--- config.mk ---
export PLATFORM = sky130hd
export DESIGN_NAME = spi_reg_ctrl
export DESIGN_NICKNAME = d
export VERILOG_FILES = /design/src/rtl/spi_reg_ctrl.sv
export SDC_FILE = /design/constraint.sdc
export NUM_CORES = 1
export LEC_CHECK = 0
export CAP_MARGIN = 30
export CORE_ASPECT_RATIO = 2
export CORE_MARGIN = 2
export CORE_UTILIZATION = 48
export DETAILED_ROUTE_END_ITERATION = 7
export PLACE_DENSITY_LB_ADDON = 0.05
export SLEW_MARGIN = 20
export SYNTH_ARGS = -nofsm -noshare
export SYNTH_HDL_FRONTEND = slang
export SYNTH_SLANG_ARGS = --single-unit
--- constraint.sdc ---
create_clock -name clk -period 2.2 [get_ports clk]
set_input_delay 0.44 -clock clk [delete_from_list [all_inputs] [get_ports clk]]
set_output_delay 0.44 -clock clk [all_outputs]
set_load 0.05 [all_outputs]
--- src/rtl/spi_reg_ctrl.sv ---
`default_nettype none
// ============================================================================
//  Module   : spi_reg_ctrl
//  Purpose  : Command/register-access sequencer between the SPI slave byte
//             interface and the control register file. The first byte of a
//             frame is a command (bit 7 = read, low bits = start address);
//             following bytes are auto-incrementing writes or reads. The
//             byte to shift out next is supplied on o_tx_data, and a commit
//             strobe follows any frame that wrote at least one register.
//  Ports    : clk, rst            - clock, synchronous active-high reset
//             i_frame_start/end   - ss assert / deassert pulses
//             i_byte_done,i_rx_data - received byte strobe and data
//             o_tx_data           - next byte to transmit (status/echo/read)
//             o_wr_en/addr/data   - register write strobe
//             o_rd_en/addr,i_rd_data - register read request, data 1 cycle later
//             o_commit            - frame-end commit pulse
//             o_err, i_clr_err    - sticky bad-command flag and its clear
//             o_active            - sequencer is inside a frame
//  Revision : 1.0 - initial release
// ============================================================================
module spi_reg_ctrl #(
    parameter int         ADDR_W    = 7,
    parameter logic [6:0] STATUS_ID = 7'h2A
) (
    input  logic              clk,
    input  logic              rst,
    input  logic              i_frame_start,
    input  logic              i_frame_end,
    input  logic              i_byte_done,
    input  logic [7:0]        i_rx_data,
    output logic [7:0]        o_tx_data,
    output logic              o_wr_en,
    output logic [ADDR_W-1:0] o_wr_addr,
    output logic [7:0]        o_wr_data,
    output logic              o_rd_en,
    output logic [ADDR_W-1:0] o_rd_addr,
    input  logic [7:0]        i_rd_data,
    output logic              o_commit,
    output logic              o_err,
    input  logic              i_clr_err,
    output logic              o_active
);

    typedef enum logic [2:0] {
        S_IDLE    = 3'd0,
        S_CMD     = 3'd1,
        S_WRITE   = 3'd2,
        S_RD_WAIT = 3'd3,
        S_READ    = 3'd4,
        S_DISCARD = 3'd5
    } state_t;

    localparam logic [ADDR_W-1:0] c_ONE = ADDR_W'(1);

    state_t              r_state, w_state;
    logic [ADDR_W-1:0]   r_ptr, w_ptr;
    logic                r_wrote, w_wrote;
    logic                r_commit_pend, w_commit_pend;
    logic                r_commit, w_commit;
    logic                r_wr_en, w_wr_en;
    logic [ADDR_W-1:0]   r_wr_addr, w_wr_addr;
    logic [7:0]          r_wr_data, w_wr_data;
    logic                r_rd_en, w_rd_en;
    logic [ADDR_W-1:0]   r_rd_addr, w_rd_addr;
    logic [7:0]          r_tx_data, w_tx_data;
    logic                r_err, w_err;
    logic                r_active;

    // Any set bit above the address field makes the command invalid.
    logic                w_cmd_bad;
    logic [ADDR_W-1:0]   w_cmd_addr;
    assign w_cmd_bad  = |(i_rx_data[6:0] >> ADDR_W);
    assign w_cmd_addr = i_rx_data[ADDR_W-1:0];

    always_ff @(posedge clk) begin
        if (rst) begin
            r_state       <= S_IDLE;
            r_ptr         <= '0;
            r_wrote       <= 1'b0;
            r_commit_pend <= 1'b0;
            r_commit      <= 1'b0;
            r_wr_en       <= 1'b0;
            r_wr_addr     <= '0;
            r_wr_data     <= 8'h00;
            r_rd_en       <= 1'b0;
            r_rd_addr     <= '0;
            r_tx_data     <= {STATUS_ID, 1'b0};
            r_err         <= 1'b0;
            r_active      <= 1'b0;
        end else begin
            r_state       <= w_state;
            r_ptr         <= w_ptr;
            r_wrote       <= w_wrote;
            r_commit_pend <= w_commit_pend;
            r_commit      <= w_commit;
            r_wr_en       <= w_wr_en;
            r_wr_addr     <= w_wr_addr;
            r_wr_data     <= w_wr_data;
            r_rd_en       <= w_rd_en;
            r_rd_addr     <= w_rd_addr;
            r_tx_data     <= w_tx_data;
            r_err         <= w_err;
            r_active      <= (w_state != S_IDLE);
        end
    end

    always_comb begin
        w_state       = r_state;
        w_ptr         = r_ptr;
        w_wrote       = r_wrote;
        w_commit_pend = 1'b0;
        w_commit      = r_commit_pend;
        w_wr_en       = 1'b0;
        w_wr_addr     = r_wr_addr;
        w_wr_data     = r_wr_data;
        w_rd_en       = 1'b0;
        w_rd_addr     = r_rd_addr;
        w_tx_data     = r_tx_data;
        w_err         = r_err & ~i_clr_err;

        if (r_state == S_IDLE) begin
            if (i_frame_start) begin
                w_state = S_CMD;
            end
        end else if (i_frame_start) begin
            // Abrupt restart: the aborted frame never commits.
            w_state = S_CMD;
            w_wrote = 1'b0;
        end else if (i_frame_end) begin
            w_state = S_IDLE;
            w_wrote = 1'b0;
            if ((r_state == S_WRITE) && i_byte_done) begin
                // Final byte arrives with ss deassert: write it, and delay
                // the commit one cycle so it trails the write strobe.
                w_wr_en       = 1'b1;
                w_wr_addr     = r_ptr;
                w_wr_data     = i_rx_data;
                w_ptr         = r_ptr + c_ONE;
                w_commit_pend = 1'b1;
            end else begin
                w_commit = r_commit_pend | r_wrote;
            end
        end else begin
            case (r_state)
                S_CMD: begin
                    if (i_byte_done) begin
                        if (w_cmd_bad) begin
                            w_err   = 1'b1;
                            w_state = S_DISCARD;
                        end else if (!i_rx_data[7]) begin
                            w_ptr   = w_cmd_addr;
                            w_state = S_WRITE;
                        end else begin
                            w_ptr     = w_cmd_addr;
                            w_rd_en   = 1'b1;
                            w_rd_addr = w_cmd_addr;
                            w_state   = S_RD_WAIT;
                        end
                    end
                end
                S_WRITE: begin
                    if (i_byte_done) begin
                        w_wr_en   = 1'b1;
                        w_wr_addr = r_ptr;
                        w_wr_data = i_rx_data;
                        w_tx_data = i_rx_data;
                        w_ptr     = r_ptr + c_ONE;
                        w_wrote   = 1'b1;
                    end
                end
                S_RD_WAIT: begin
                    // While the request strobe is still out the data is not
                    // back yet; capture on the following cycle.
                    if (!r_rd_en) begin
                        w_tx_data = i_rd_data;
                        w_ptr     = r_ptr + c_ONE;
                        w_state   = S_READ;
                    end
                end
                S_READ: begin
                    if (i_byte_done) begin
                        w_rd_en   = 1'b1;
                        w_rd_addr = r_ptr;
                        w_state   = S_RD_WAIT;
                    end
                end
                default: begin
                end
            endcase
        end

        // Outside data phases the transmit byte tracks the live status.
        if ((w_state == S_IDLE) || (w_state == S_CMD) || (w_state == S_DISCARD)) begin
            w_tx_data = {STATUS_ID, w_err};
        end
    end

    assign o_tx_data = r_tx_data;
    assign o_wr_en   = r_wr_en;
    assign o_wr_addr = r_wr_addr;
    assign o_wr_data = r_wr_data;
    assign o_rd_en   = r_rd_en;
    assign o_rd_addr = r_rd_addr;
    assign o_commit  = r_commit;
    assign o_err     = r_err;
    assign o_active  = r_active;

endmodule
`default_nettype wire

# Word level (Yosys, flattened, before mapping)
# Index checks and enable logic that the tools add are counted.
# word_totals
reg_bits	47
input_bits	22
out_inout_bits	35
wordCells	112
# classes
n_addsub	1
eq_ne	20
n_mux	47
bitwise	6
n_reduce_logical	24
# op_table
cell	count
$mux W7	11
$mux W8	5
$mux W3	7
$pmux W7 S3	1
$mux W1	19
$pmux W8 S2	1
$pmux W7 S2	1
$reduce_and A7 Y1	2
$ne A3 B3 Y1 const B	4
$reduce_and A6 Y1	2
$reduce_bool A3 Y1	4
$ne A2 B2 Y1 const B	5
$pmux W3 S3	1
$ne A2 B1 Y1 const B	4
$reduce_bool A2 Y1	4
$reduce_or A4 Y1	2
$add A7 B1 Y7 const B	1
$eq A3 B1 Y1 const B	2
$eq A3 B2 Y1 const B	2
$eq A3 B3 Y1 const B	2
$logic_not A3 Y1	2
$reduce_and A5 Y1	1
$not A1 Y1	4
$reduce_bool A4 Y1	1
9 further kinds	10

# Depth between registers and ports, before layout
# depth
ltp_word	11
ltp_mapped	8
depth_no_buf	6

# Worst setup path before layout
# OpenSTA, ideal clock, no wires.
# synth_path
path_type	in2reg
startpoint	input i_rx_data[7]
endpoint	register r_tx_data[4], in the netlist o_tx_data[4]
setup_ns	0.120
arrival_time_ns	1.730
required_ns	2.080
slack_ns	0.350
cell_stages	5
path_buffers	0
cell_sequence	or3b_1 -> a22o_1 -> a211o_1 -> a21o_1 -> or2_1
# synth_via
elab_chain_len	10
elab_cells_between_ends	12
cone_classes	eq/ne (2); mux (6); reduce/logical (4)
# synth_lines
element	line_no	text
start, declared	30	input logic [7:0] i_rx_data,
$mux W1 *	150	end else if (!i_rx_data[7]) begin
$mux W3 *	146	if (i_byte_done) begin
$pmux W3 S3 *	144	case (r_state)
$mux W3 *	129	end else if (i_frame_end) begin
$mux W3 *	125	end else if (i_frame_start) begin
$mux W3 *	121	if (r_state == S_IDLE) begin
$eq A3 B1 Y1 / $logic_not A3 Y1 (equally long branches)	193	if ((w_state == S_IDLE) || (w_state == S_CMD) || (w_state == S_DISCARD)) begin
$logic_or A1 B1 Y1	193	
$logic_or A1 B1 Y1 *	193	
$reduce_or A2 Y1 (no line) *	n/a	
end signal, assigned	87	r_tx_data <= {STATUS_ID, 1'b0};
end signal, assigned	101	r_tx_data <= w_tx_data;
end, declared	65	logic [7:0] r_tx_data, w_tx_data;
# Every way passes the cells marked *; elsewhere a longest branch is shown, timed or not.
# A chain may end at the register's enable or synchronous reset.

# Worst setup path after layout
# layout_path
startpoint	input i_byte_done
endpoint	register r_tx_data[2], in the netlist o_tx_data[2]
# layout_via
elab_chain_len	9
elab_cells_between_ends	14
cone_classes	eq/ne (3); mux (6); reduce/logical (5)
# layout_lines
element	line_no	text
start, declared	29	input logic i_byte_done,
$mux W3 (on tied branches)	181, 146	
$pmux W3 S3	144	
$mux W3	129	
$mux W3	125	
$mux W3	121	
$eq A3 B1 Y1 / $logic_not A3 Y1 (equally long branches)	193	
$logic_or A1 B1 Y1 (2 in series)	193	
$reduce_or A2 Y1 (no line)	n/a	
# Parallel ways exist; a longest one is shown, timed or not.

==> flow_metrics.env <==
export IMPL_outcome="finished clean"
export IMPL_skew_ns=0.008746
export IMPL_drt_iter0_markers=33
export IMPL_synth_top_family_by_area="simple AND/OR/NAND/NOR gates"
export IMPL_synth_top_area_share_pct=43.05
export IMPL_startpoint="i_byte_done"
export IMPL_synth_adder_area_share_pct=0.5724
export IMPL_ys_seq_area_share_pct=43.05
export IMPL_place_area_mm2=0.002904
export IMPL_io_buffers=56
export IMPL_layout_commonest_cell="clkdlybuf4s50_1"
export IMPL_vias_per_cell=5.446
export IMPL_area_delta_synth_final_pct=36.75
export IMPL_design_area_mm2=0.002989
export IMPL_p_per_area_mw_per_mm2=514.4
export IMPL_critPathKind="in -> reg"
export IMPL_final_core_util_pct=68.22
export IMPL_syn_instance_count=260
export IMPL_synth_compound_area_share_pct=19.58
export IMPL_cts_root_buf="clkbuf_8"
export IMPL_antenna_found_initial=0
export IMPL_syn_avg_cell_area_um2=8.407
export IMPL_r2r_start="r_state[1]"
export IMPL_core_mm2=0.004382
export IMPL_synth_ff_type="dfxtp_1"
export IMPL_holdPathEnd="o_commit"
export IMPL_final_cell_count_no_fill=388
export IMPL_syn_area_mm2=0.002186
export IMPL_post_cts_buffers=0
export IMPL_synth_edf_count=0
export IMPL_async_flop_share_pct=0
export IMPL_r2r_end="o_tx_data[2]"
export IMPL_max_slew_margin_pct=66.67
export IMPL_hp_start="r_commit_pend"
export IMPL_period_needed_ns=2.076
export IMPL_synthSimpleGateAreaFrac_pct=25.64
export IMPL_hold_viol_final=0
export IMPL_yosys_area_top_type="dfxtp_1"
export IMPL_drive_gt1_share_pct=14.07
export IMPL_worstPathMaxFanout=7
export IMPL_num_rows=34
export IMPL_start_util_pct=49.89
export IMPL_hold_path_class="reg -> reg"
export IMPL_synth_mux_area_share_pct=5.094
export IMPL_worst_pin_slew_ns=0.4985
export IMPL_hold_slack_ns=0.4519
export IMPL_grt_usage_pct=23.45
export IMPL_grt_pass1_vias=2057
export IMPL_cts_repair_resize_count=0
export IMPL_drc=0
export IMPL_cts_buffers_inserted=5
export IMPL_die_area_mm2=0.005142
export IMPL_synth_xor_area_share_pct=0.4007
export IMPL_final_max_slew_viol_count=0
export IMPL_synth_nets=283
export IMPL_grt_pass1_wl_mm=9.259
export IMPL_gp_congestion=0.8831
export IMPL_synth_seq_cells=47
export IMPL_rsz0062_at_grt="false"
export IMPL_synthTopCellsByArea="dfxtp_1 43%, nand2_1 6.9%, a21oi_1 6.6%"
export IMPL_cp_required_ns=2.39
export IMPL_nets=356
export IMPL_cts_buffer_depth=2
export IMPL_final_cell_mix="56 x clkdlybuf4s50_1, 47 x dfxtp_1, 40 x nand2_1"
export IMPL_fin_crit_sh_pct=94.35
export IMPL_maxCapViolCount=0
export IMPL_num_vias=2113
export IMPL_clk_pin_slew_ns=0.09
export IMPL_reg2regPathDepth=5
export IMPL_power_leakage_nw=1.040
export IMPL_r2r_slack_ns=0.32
export IMPL_drt_wl_total_mm=5.643
export IMPL_grt_max_degree=19
export IMPL_hold_depth=2
export IMPL_insertion_delay_ns=0.30
export IMPL_drt_first_pass_iters=4
export IMPL_fp_dieW_um=51.72
export IMPL_cts_tree="built"
export IMPL_wl_per_cell_um=14.54
export IMPL_setup_violations=0
export IMPL_antenna_cells=0
export IMPL_h_tree_depth=2
export IMPL_fp_dieH_um=99.44
export IMPL_cts_sinks=47
export IMPL_dp_hpwl_mm=4.421
export IMPL_synth_cell_types=46
export IMPL_hold_buffers=0
export IMPL_gr_total_overflow=0
export IMPL_p_total_w=0.001538
export IMPL_antenna_left=0
export IMPL_ir_drop_mv=0.4934
export IMPL_cp_start_kind="input pin"
export IMPL_ys_warnings_count=0
export IMPL_end_kind="register"
export IMPL_cp_arrival_ns=2.27
export IMPL_dp_cells=380
export IMPL_fmax_mhz=481.8
export IMPL_io_pins=57
## power breakdown
group          leakage [nW]  switching, W  internal (W)
registers             0.379    0.00000856      0.000857
logic                 0.619     0.0000842     0.0000826
clock network        0.0412      0.000283      0.000222
total                  1.04      0.000376       0.00116
## flip-flops by register name, indices dropped and copies added, names as in the netlist
| name | flops |
|---|---|
| o_active | 1 |
| o_commit | 1 |
| o_err | 1 |
| o_rd_addr | 7 |
| o_rd_en | 1 |
| o_tx_data | 8 |
| o_wr_addr | 7 |
| o_wr_data | 8 |
| o_wr_en | 1 |
| r_commit_pend | 1 |
| r_ptr | 7 |
| r_state | 3 |
| r_wrote | 1 |
## per-layer routing
| metal | routed length (um) | part of all wire [%] | global-route usage (%) |
|---|---|---|---|
| met1 | 2249 | 40 | 25.26 |
| met2 | 3112 | 55 | 43.49 |
| met3 | 146 | 2.6 | 3.453 |
| met4 | 135 | 2.4 | 9.717 |
| met5 | 0 | 0 | 0 |
## final cells by class
cell class | count | area, um^2
fillers | 389 | 1393
multi-input cells | 194 | 1121
flip-flops and latches | 47 | 940.9
repair buffers | 84 | 770.7
clock buffers | 6 | 72.57
well taps | 54 | 67.56
clock inverters | 2 | 12.51
inverters | 1 | 3.754
## synth_stat cells, drive strengths merged (2+ instances only)
library cell and count:
dfxtp 47, nand2 41, a21oi 30, nor2 30
nand3 11, mux2i 10, buf 9, clkbuf 9
o21ai 8, a211oi 7, or2 7, a311oi 6
nor3 5, nand2b 4, and2 3, nor2b 3
o32ai 3, a22oi 2, a311o 2, a31oi 2
nand4bb 2, nor3b 2
## worst max-delay path, stage by stage
cell and delay (ns):
clkdlybuf4s50_1 0.47, or3b_1 0.35, a22o_1 0.20, a211o_1 0.31, a21o_1 0.25, or2_1 0.25
## worst max path at each step
stage                     cells past startpoint      endpoint
after floorplan                               5  o_tx_data[4]
after CTS                                     6  o_tx_data[4]
after global routing                          6  o_tx_data[6]
after global placement                        6  o_tx_data[4]
after detailed placement                      6  o_tx_data[4]
final                                         6  o_tx_data[2]
## per-stage QoR
step / setup slack, ns / TNS, ns
global route: 0.05692 / 0
finish: 0.1244 / 0
global placement: -0.1725 / -0.9766
floorplan: 0.3499 / 0
CTS: 0.1246 / 0
detailed placement: -0.1811 / -1.139
## logic make-up (layout without fill, tap and decap cells)
family / after synthesis / count (layout)
AO/OA/AOI/OAI: 65 / 65
XOR/XNOR: 1 / 1
adder cells (fa/ha/maj): 1 / 1
buffers and inverters: 19 / 93
flip-flops: 47 / 47
multiplexers: 11 / 11
AND/OR/NAND/NOR: 116 / 116
(Power assumes the default switching activity.)
